--- config.mk ---
export PLATFORM = sky130hd
export DESIGN_NAME = combo_sender
export DESIGN_NICKNAME = d
export VERILOG_FILES = /design/src/rtl/combo_pkg.sv /design/src/rtl/combo_bit_timer.sv /design/src/rtl/combo_sender.sv
export SDC_FILE = /design/constraint.sdc
export NUM_CORES = 1
export LEC_CHECK = 0
export BUFFER_PORTS_ARGS = -buffer_cell sky130_fd_sc_hd__buf_2
export CAP_MARGIN = 20
export CORE_ASPECT_RATIO = 1.2
export CORE_UTILIZATION = 40
export CTS_CLUSTER_DIAMETER = 40
export CTS_CLUSTER_SIZE = 10
export DETAILED_ROUTE_END_ITERATION = 8
export GPL_TIMING_DRIVEN = 1
export RECOVER_POWER = 100
export REMOVE_ABC_BUFFERS = 1
export SLEW_MARGIN = 20
export SYNTH_ARGS = -nofsm -noshare
export SYNTH_HDL_FRONTEND = slang
export SYNTH_SLANG_ARGS = --single-unit
--- constraint.sdc ---
create_clock -name CLK -period 1.75 [get_ports CLK]
set_clock_uncertainty 0.1 [all_clocks]
set_input_delay 0.175 -clock CLK [delete_from_list [all_inputs] [get_ports CLK]]
set_output_delay 0.175 -clock CLK [all_outputs]
set_load 0.01 [all_outputs]
--- src/rtl/combo_pkg.sv ---
// Shared definitions for the combination-lock sender and receiver.
// Holds the state encoding and the default combination.
package combo_pkg;

    localparam int CODE_LEN = 5;
    localparam logic [CODE_LEN-1:0] DEFAULT_CODE = 5'b01011;

    typedef enum logic [1:0] {
        IDLE  = 2'd0,
        CLEAR = 2'd1,
        SEND  = 2'd2,
        DONE  = 2'd3
    } state_t;

endpackage

--- src/rtl/combo_bit_timer.sv ---
// Bit-period prescaler: counts while run is high and flags the last
// cycle of each period. clear forces the count back to zero.
module combo_bit_timer #(
    parameter int BIT_PERIOD = 4
) (
    input  logic CLK,
    input  logic RST,
    input  logic run,
    input  logic clear,
    output logic last
);

    localparam int CW = $clog2(BIT_PERIOD);
    localparam logic [CW-1:0] TOP = CW'(BIT_PERIOD - 1);

    logic [CW-1:0] cnt;

    assign last = run && (cnt == TOP);

    always_ff @(posedge CLK or posedge RST) begin
        if (RST) begin
            cnt <= '0;
        end else if (clear || !run || last) begin
            cnt <= '0;
        end else begin
            cnt <= cnt + 1'b1;
        end
    end

endmodule

--- src/rtl/combo_sender.sv ---
// Serial combination transmitter, MSB first, one bit per BIT_PERIOD clocks.
// Define COMBO_SENDER_RESET_PULSE_EN to add a one-cycle lock_rst pulse before each code.
module combo_sender
    import combo_pkg::*;
#(
    parameter int CODE_LEN = combo_pkg::CODE_LEN,
    parameter logic [CODE_LEN-1:0] DEFAULT_CODE = combo_pkg::DEFAULT_CODE,
    parameter int BIT_PERIOD = 4
) (
    input  logic                CLK,
    input  logic                RST,
    input  logic                load,
    input  logic [CODE_LEN-1:0] code_in,
    input  logic                start,
    input  logic                abort,
    output logic                bit_out,
    output logic                bit_strobe,
    output logic                busy,
    output logic                done,
    output logic                lock_rst
);

    localparam int IW = $clog2(CODE_LEN);
    localparam logic [IW-1:0] MSB = IW'(CODE_LEN - 1);

    state_t              state, state_nxt;
    logic [CODE_LEN-1:0] code, code_nxt;
    logic [IW-1:0]       idx, idx_nxt;
    logic                run;
    logic                last;

    assign run = (state == SEND);

    combo_bit_timer #(
        .BIT_PERIOD(BIT_PERIOD)
    ) u_timer (
        .CLK  (CLK),
        .RST  (RST),
        .run  (run),
        .clear(abort),
        .last (last)
    );

    // An abort wins over the strobe so the lock never sees a partial bit.
    assign bit_strobe = last && !abort;
    assign bit_out    = run && code[idx];
    assign busy       = (state == SEND) || (state == CLEAR);
    assign done       = (state == DONE);

`ifdef COMBO_SENDER_RESET_PULSE_EN
    assign lock_rst = (state == CLEAR);
`else
    assign lock_rst = 1'b0;
`endif

    always_comb begin
        state_nxt = state;
        code_nxt  = code;
        idx_nxt   = idx;
        unique case (state)
            IDLE: begin
                if (load) begin
                    code_nxt = code_in;
                end else if (start) begin
                    idx_nxt = MSB;
`ifdef COMBO_SENDER_RESET_PULSE_EN
                    state_nxt = CLEAR;
`else
                    state_nxt = SEND;
`endif
                end
            end
            CLEAR: begin
                state_nxt = abort ? IDLE : SEND;
            end
            SEND: begin
                if (abort) begin
                    state_nxt = IDLE;
                end else if (last) begin
                    if (idx == '0) begin
                        state_nxt = DONE;
                    end else begin
                        idx_nxt = idx - 1'b1;
                    end
                end
            end
            DONE: begin
                state_nxt = IDLE;
            end
        endcase
    end

    always_ff @(posedge CLK or posedge RST) begin
        if (RST) begin
            state <= IDLE;
            code  <= DEFAULT_CODE;
            idx   <= '0;
        end else begin
            state <= state_nxt;
            code  <= code_nxt;
            idx   <= idx_nxt;
        end
    end

endmodule

**Yosys cells after proc, flatten, opt, wreduce, memory -nomap -nowiden**

Cells that the tools add are included.
Widths: inputs -> output; s select.

- Bits in registers: 12
- Input bits: 10
- Output and inout port bits: 5
- Word-level logic and storage cells: 48

- Add/sub/neg operators: 2
- $lt $le $gt $ge: 1
- Equal/unequal tests: 11
- Muxes and demuxes: 16
- Reduce and logical (&&, ||, !) cells: 14

Operators with widths:

| cell | number |
|---|---|
| $mux 3 | 5 |
| $mux 2 | 7 |
| $ne 2x2->1 const B | 4 |
| $pmux 2 s4 | 1 |
| $eq 2x2->1 const B | 3 |
| $ne 3x2->1 const B | 2 |
| $pmux 3 s2 | 1 |
| $reduce_and 6->1 | 1 |
| $lt 3x4->1 const B | 1 |
| $reduce_and 4->1 | 1 |
| $bmux 1 s3 | 1 |
| $logic_and 1x1->1 | 3 |
| $logic_not 3->1 | 1 |
| $logic_or 1x1->1 | 3 |
| $sub 3x1->3 const B | 1 |
| $add 2x1->2 const B | 1 |
| $eq 2x1->1 const B | 1 |
| $logic_not 1->1 | 2 |
| $logic_not 2->1 | 1 |
| $ne 2x1->1 const B | 1 |
| $reduce_and 2->1 | 1 |
| $reduce_bool 2->1 | 1 |
| $mux 1 | 1 |

**Logic depth before layout (Yosys ltp)**

- Depth in word-level cells: 5
- Mapped depth: 6
- Mapped depth without buffers: 5

**Cells and area by module**

Synthesis repeated with hierarchy kept, for this count alone.

- Cell total of the unflattened synthesis: 70
- Area, all modules: 779.5 sq um

Modules (own cells, without submodules):

| module | times used | cells each | area an instance (sq um) | sequential area each (sq um) |
|---|---|---|---|---|
| combo_sender | 1 | 63 | 679.4 | 254.0 |
| combo_bit_timer | 1 | 7 | 100.1 | 50.0 |

**Least setup slack after synthesis**

No wires, ideal clock.

- Path kind: register to register
- Start point: register state[0]
- End point: register idx[0]
- Library setup time: 0.079 ns
- Arrival: 1.534 ns
- Required time: 1.571 ns
- Slack: 0.037 ns
- Stages on the path, launching flop included: 7
- Buffers on the path: 1
- Clock period less this slack: 1.713 ns
- Path through: dfrtp_1 > inv_1 > ha_1 > buf_6 > nand2b_4 > a222oi_1 > mux2i_1

- Cells in the longest elaborated chain, start to end: 4
- Elaborated cells on any way between the ends: 11
- Classes of those cells: 6 x eq/ne; 1 x mux; 4 x reduce/logical

Ends and longest elaborated chain:

| element | RTL line | RTL |
|---|---|---|
| from (decl) | combo_sender.sv:26 | `state_t state, state_nxt;` |
| from (signal assigned) | combo_sender.sv:99 | `state <= state_nxt;` |
| $eq 2x2->1 | combo_sender.sv:32, combo_sender.sv:60 |  |
| $logic_and 1x1->1 | combo_bit_timer.sv:18 | `assign last = run && (cnt == TOP);` |
| $ne 2x1->1 (no line) | - |  |
| $reduce_and 6->1 (no line) | - |  |
| to (signal assigned) | combo_sender.sv:101 | `idx <= idx_nxt;` |
| to (decl) | combo_sender.sv:28 | `logic [IW-1:0] idx, idx_nxt;` |

Parallel ways exist; a longest one is shown, timed or not.
A chain may end at the register's enable or synchronous reset.

**Final worst setup path**

Same ends and word-level chain as after synthesis.

==> Flow_metrics.wiki <==
{| class="wikitable"
! Metric !! Value
|-
| Result of the run || finished, final reports clean
|-
| Worst Path Class, Setup || register to register
|-
| Crit path DAT || 1780 ps
|-
| Vias || 574
|-
| Diodes inserted || 0
|-
| Synth top area cells || sky130_fd_sc_hd__dfrtp_1, sky130_fd_sc_hd__ha_1, sky130_fd_sc_hd__dfstp_2
|-
| Kind of end point of the critical path || register
|-
| Gr ovfl total || 0
|-
| Length of the first detailed-routing pass in iterations || 4
|-
| DP Cell Count || 101
|-
| Std-Cell Core Area || 0.00170 mm^2
|-
| Die Y-Extent || 49.8 um
|-
| Synthesis-to-finish area growth || 23.2%
|-
| Largest net degree at the start of global routing || 13
|-
| Start point of the worst hold path || abort
|-
| Number of core rows || 16
|-
| Mapped Area || 761 um^2
|-
| Reg-to-reg endpoint || idx[0]
|-
| Initial standard-cell utilization of the core || 0.447
|-
| Drt initial violations || 13
|-
| Post-layout total power || 1.34 mW
|-
| Sequential cell area fraction in the yosys report || 0.400
|-
| Number of buffers created by CTS || 3
|-
| Antenna violations before repair || 0
|-
| Number of setup violations in the final report || 0
|-
| Register-to-register setup slack || 70 ps
|-
| Minimum clock period after layout || 1680 ps
|-
| Total track usage || 0.149
|-
| Synthesized-area fraction occupied by xor and xnor cells || 0
|-
| I/O pin count || 15
|-
| First-pass GRT wire length || 2420 um
|-
| Top flip-flop cell by instance count after synthesis || sky130_fd_sc_hd__dfrtp_1
|-
| Die boundary width || 41.8 um
|-
| Routed WL || 1390 um
|-
| Reg-to-Reg Start || state[0]
|-
| Compound-cell area share of the yosys netlist || 0.0921
|-
| Final hold slack || 28.1 ps
|-
| Adder and majority cell fraction of the synthesized area || 0.132
|-
| Total die area || 0.00208 mm^2
|-
| Number of standard cells in the final layout excluding fillers || 110
|-
| Final hold viol count || 0
|-
| Depth of the worst hold-timing path || 2
|-
| Top achievable clock speed || 595 MHz
|-
| Max-cap viol count || 0
|-
| Synth unique cells || 27
|-
| Synthesized area per cell || 10.9 um^2
|-
| Cell taking the most area after synthesis || sky130_fd_sc_hd__dfrtp_1
|-
| Cell with the most instances after synthesis || sky130_fd_sc_hd__dfrtp_1
|-
| Count of input and output buffers || 13
|-
| Share of synthesized flip-flops with an asynchronous set or reset || 1.00
|-
| Number of enable flip-flop cells after synthesis || 0
|-
| Static leakage || 0.447 nW
|-
| Clock tree from TritonCTS || done
|-
| Number of antenna-violating nets in the routed design || 0
|-
| DP Wirelength || 1030 um
|-
| Synth warn || 0
|-
| Nature of the critical path startpoint || register
|-
| Total number of nets in the final design || 111
|-
| Gate count after technology mapping || 70
|-
| Remaining DRCs || 0
|-
| Clock sinks || 12
|-
| Commonest cells in the synthesized netlist || sky130_fd_sc_hd__dfrtp_1, sky130_fd_sc_hd__ha_1, sky130_fd_sc_hd__inv_1, sky130_fd_sc_hd__mux2_2
|-
| Top-area cell type share of the netlist area || 0.296
|-
| Tcrit/Tclk final || 0.961
|-
| Logic depth of the worst register-to-register path || 6
|-
| RSZ-0062 raised after global routing || true
|-
| Worst ir drop on vdd || 0.000650 V
|-
| Total negative slack || 0 ps
|-
| Clock insertion delay at the later pin of the skew report || 270 ps
|-
| Wire length per cell after detailed routing || 12.6 um
|-
| Critical path required time || 1850 ps
|-
| Clock Pin Slew Worst Setup and Hold Paths || 70 ps
|-
| Mux cell area share after synthesis || 0.127
|-
| Via count of the first global-routing pass || 580
|-
| Hold Path End || u_timer.cnt[1]
|-
| Largest family of logic cells by synthesized area || simple AND/OR/NAND/NOR gates
|-
| Fraction of layout instances using a drive strength above 1 || 0.424
|-
| Highest fanout seen on the critical path || 4
|-
| Vias/cell || 5.22
|-
| Clock root cell || sky130_fd_sc_hd__clkbuf_4
|-
| Final count of pins violating max slew || 0
|-
| Buffer levels on the longest clock path || 2
|-
| Number of flip-flops and latches in the synthesized netlist || 12
|-
| Path category of the worst min-delay check || input pin to register
|-
| Max H-tree Level || 1
|-
| Areal power density over the cells || 1430 mW/mm^2
|-
| Global placement routability congestion || 0.743
|-
| Area share of and/or/nand/nor cells after synthesis || 0.169
|}
==> report_power, final <==
group	leakage, nW	internal [mW]	total (mW)	switching (mW)
sequential	0.141	0.417	0.515	0.0979
clock	0.0150	0.0884	0.177	0.0889
combinational	0.291	0.354	0.643	0.289
==> how the worst max path moves through the flow <==
stage / from / end / slack, ps / cells after the start
final: state[0] / idx[0] / 70 / 6
after global routing: state[0] / idx[0] / -50 / 6
after CTS: state[0] / bit_out / 5 / 5
after detailed placement: state[0] / idx[0] / 40 / 6
after global placement: state[1] / code[4] / 70 / 5
after floorplan: state[0] / idx[0] / 10 / 5
==> critical path, cell delays in order, from the launching register on <==
cell                       delay [ps]
sky130_fd_sc_hd__dfrtp_1          390
sky130_fd_sc_hd__inv_2            110
sky130_fd_sc_hd__ha_4             160
sky130_fd_sc_hd__nand3b_1         130
sky130_fd_sc_hd__a222oi_1         360
sky130_fd_sc_hd__buf_4            190
sky130_fd_sc_hd__mux2i_1          160
==> routing by layer <==
| layer | vias to the layer above | part of all wire | routed length, um | global-route usage |
|---|---|---|---|---|
| met4 | 0 | 0.024 | 33 | 0.0806 |
| met5 | - | 0 | 0 | 0 |
| met1 | 264 | 0.47 | 649 | 0.189 |
| met3 | 5 | 0.038 | 53 | 0.0220 |
| met2 | 19 | 0.47 | 655 | 0.240 |
| li1 | 286 | - | - | - |
==> cell usage in the layout, fill, tap and decap left out, types with 2 or more instances in the layout <==
cell type	count
sky130_fd_sc_hd__ha_1	6
sky130_fd_sc_hd__ha_4	2
sky130_fd_sc_hd__clkbuf_4	3
sky130_fd_sc_hd__inv_2	3
sky130_fd_sc_hd__dfrtp_2	2
sky130_fd_sc_hd__nand3b_1	4
sky130_fd_sc_hd__nand2_1	4
sky130_fd_sc_hd__dfstp_2	3
sky130_fd_sc_hd__clkbuf_1	2
sky130_fd_sc_hd__nor2_1	3
sky130_fd_sc_hd__nand2b_1	3
sky130_fd_sc_hd__dfrtp_1	7
sky130_fd_sc_hd__nor3_1	3
sky130_fd_sc_hd__buf_4	7
sky130_fd_sc_hd__mux2_2	5
sky130_fd_sc_hd__inv_1	4
sky130_fd_sc_hd__mux2i_1	4
sky130_fd_sc_hd__buf_2	13
==> state kept, by name (all words and copies together) (netlist names) <==
register	count
state	2
idx	3
u_timer.cnt	2
code	5
==> timing repair <==
| action | CTS | global route |
|---|---|---|
| gates resized for setup | 0 | 9 |
| hold buffers | 1 | 0 |
| hold endpoints to repair | 9 | 0 |
| buffers inserted | 0 | 4 |
| setup endpoints to repair | 0 | 9 |
==> final cells by class <==
cell class,instances,area [um^2]
clock buffer,4,26.3
tap,18,22.5
fill,169,764
sequential,12,307
inverter,7,26.3
multi-input combinational,47,424
timing repair buffer,22,131
==> stage by stage <==
step	util	cell area, um^2	setup WS, ps
2_1_floorplan	-	729	10.6
3_3_place_gp	0.498	847	72.0
3_5_place_dp	0.498	847	40.9
4_1_cts	0.519	883	5.03
5_1_grt	0.551	937	-52.4
6_report	0.551	937	68.5
==> cell families (layout without fill, tap and decap cells) <==
logic type,count (synthesis),count (layout)
AOI/OAI and AO/OA,8,8
adders and majority gates,8,8
buffers and inverters,11,33
muxes,9,9
and+or+nand+nor,21,21
DFF,12,12
other,1,1
(Power assumes the default switching activity.)
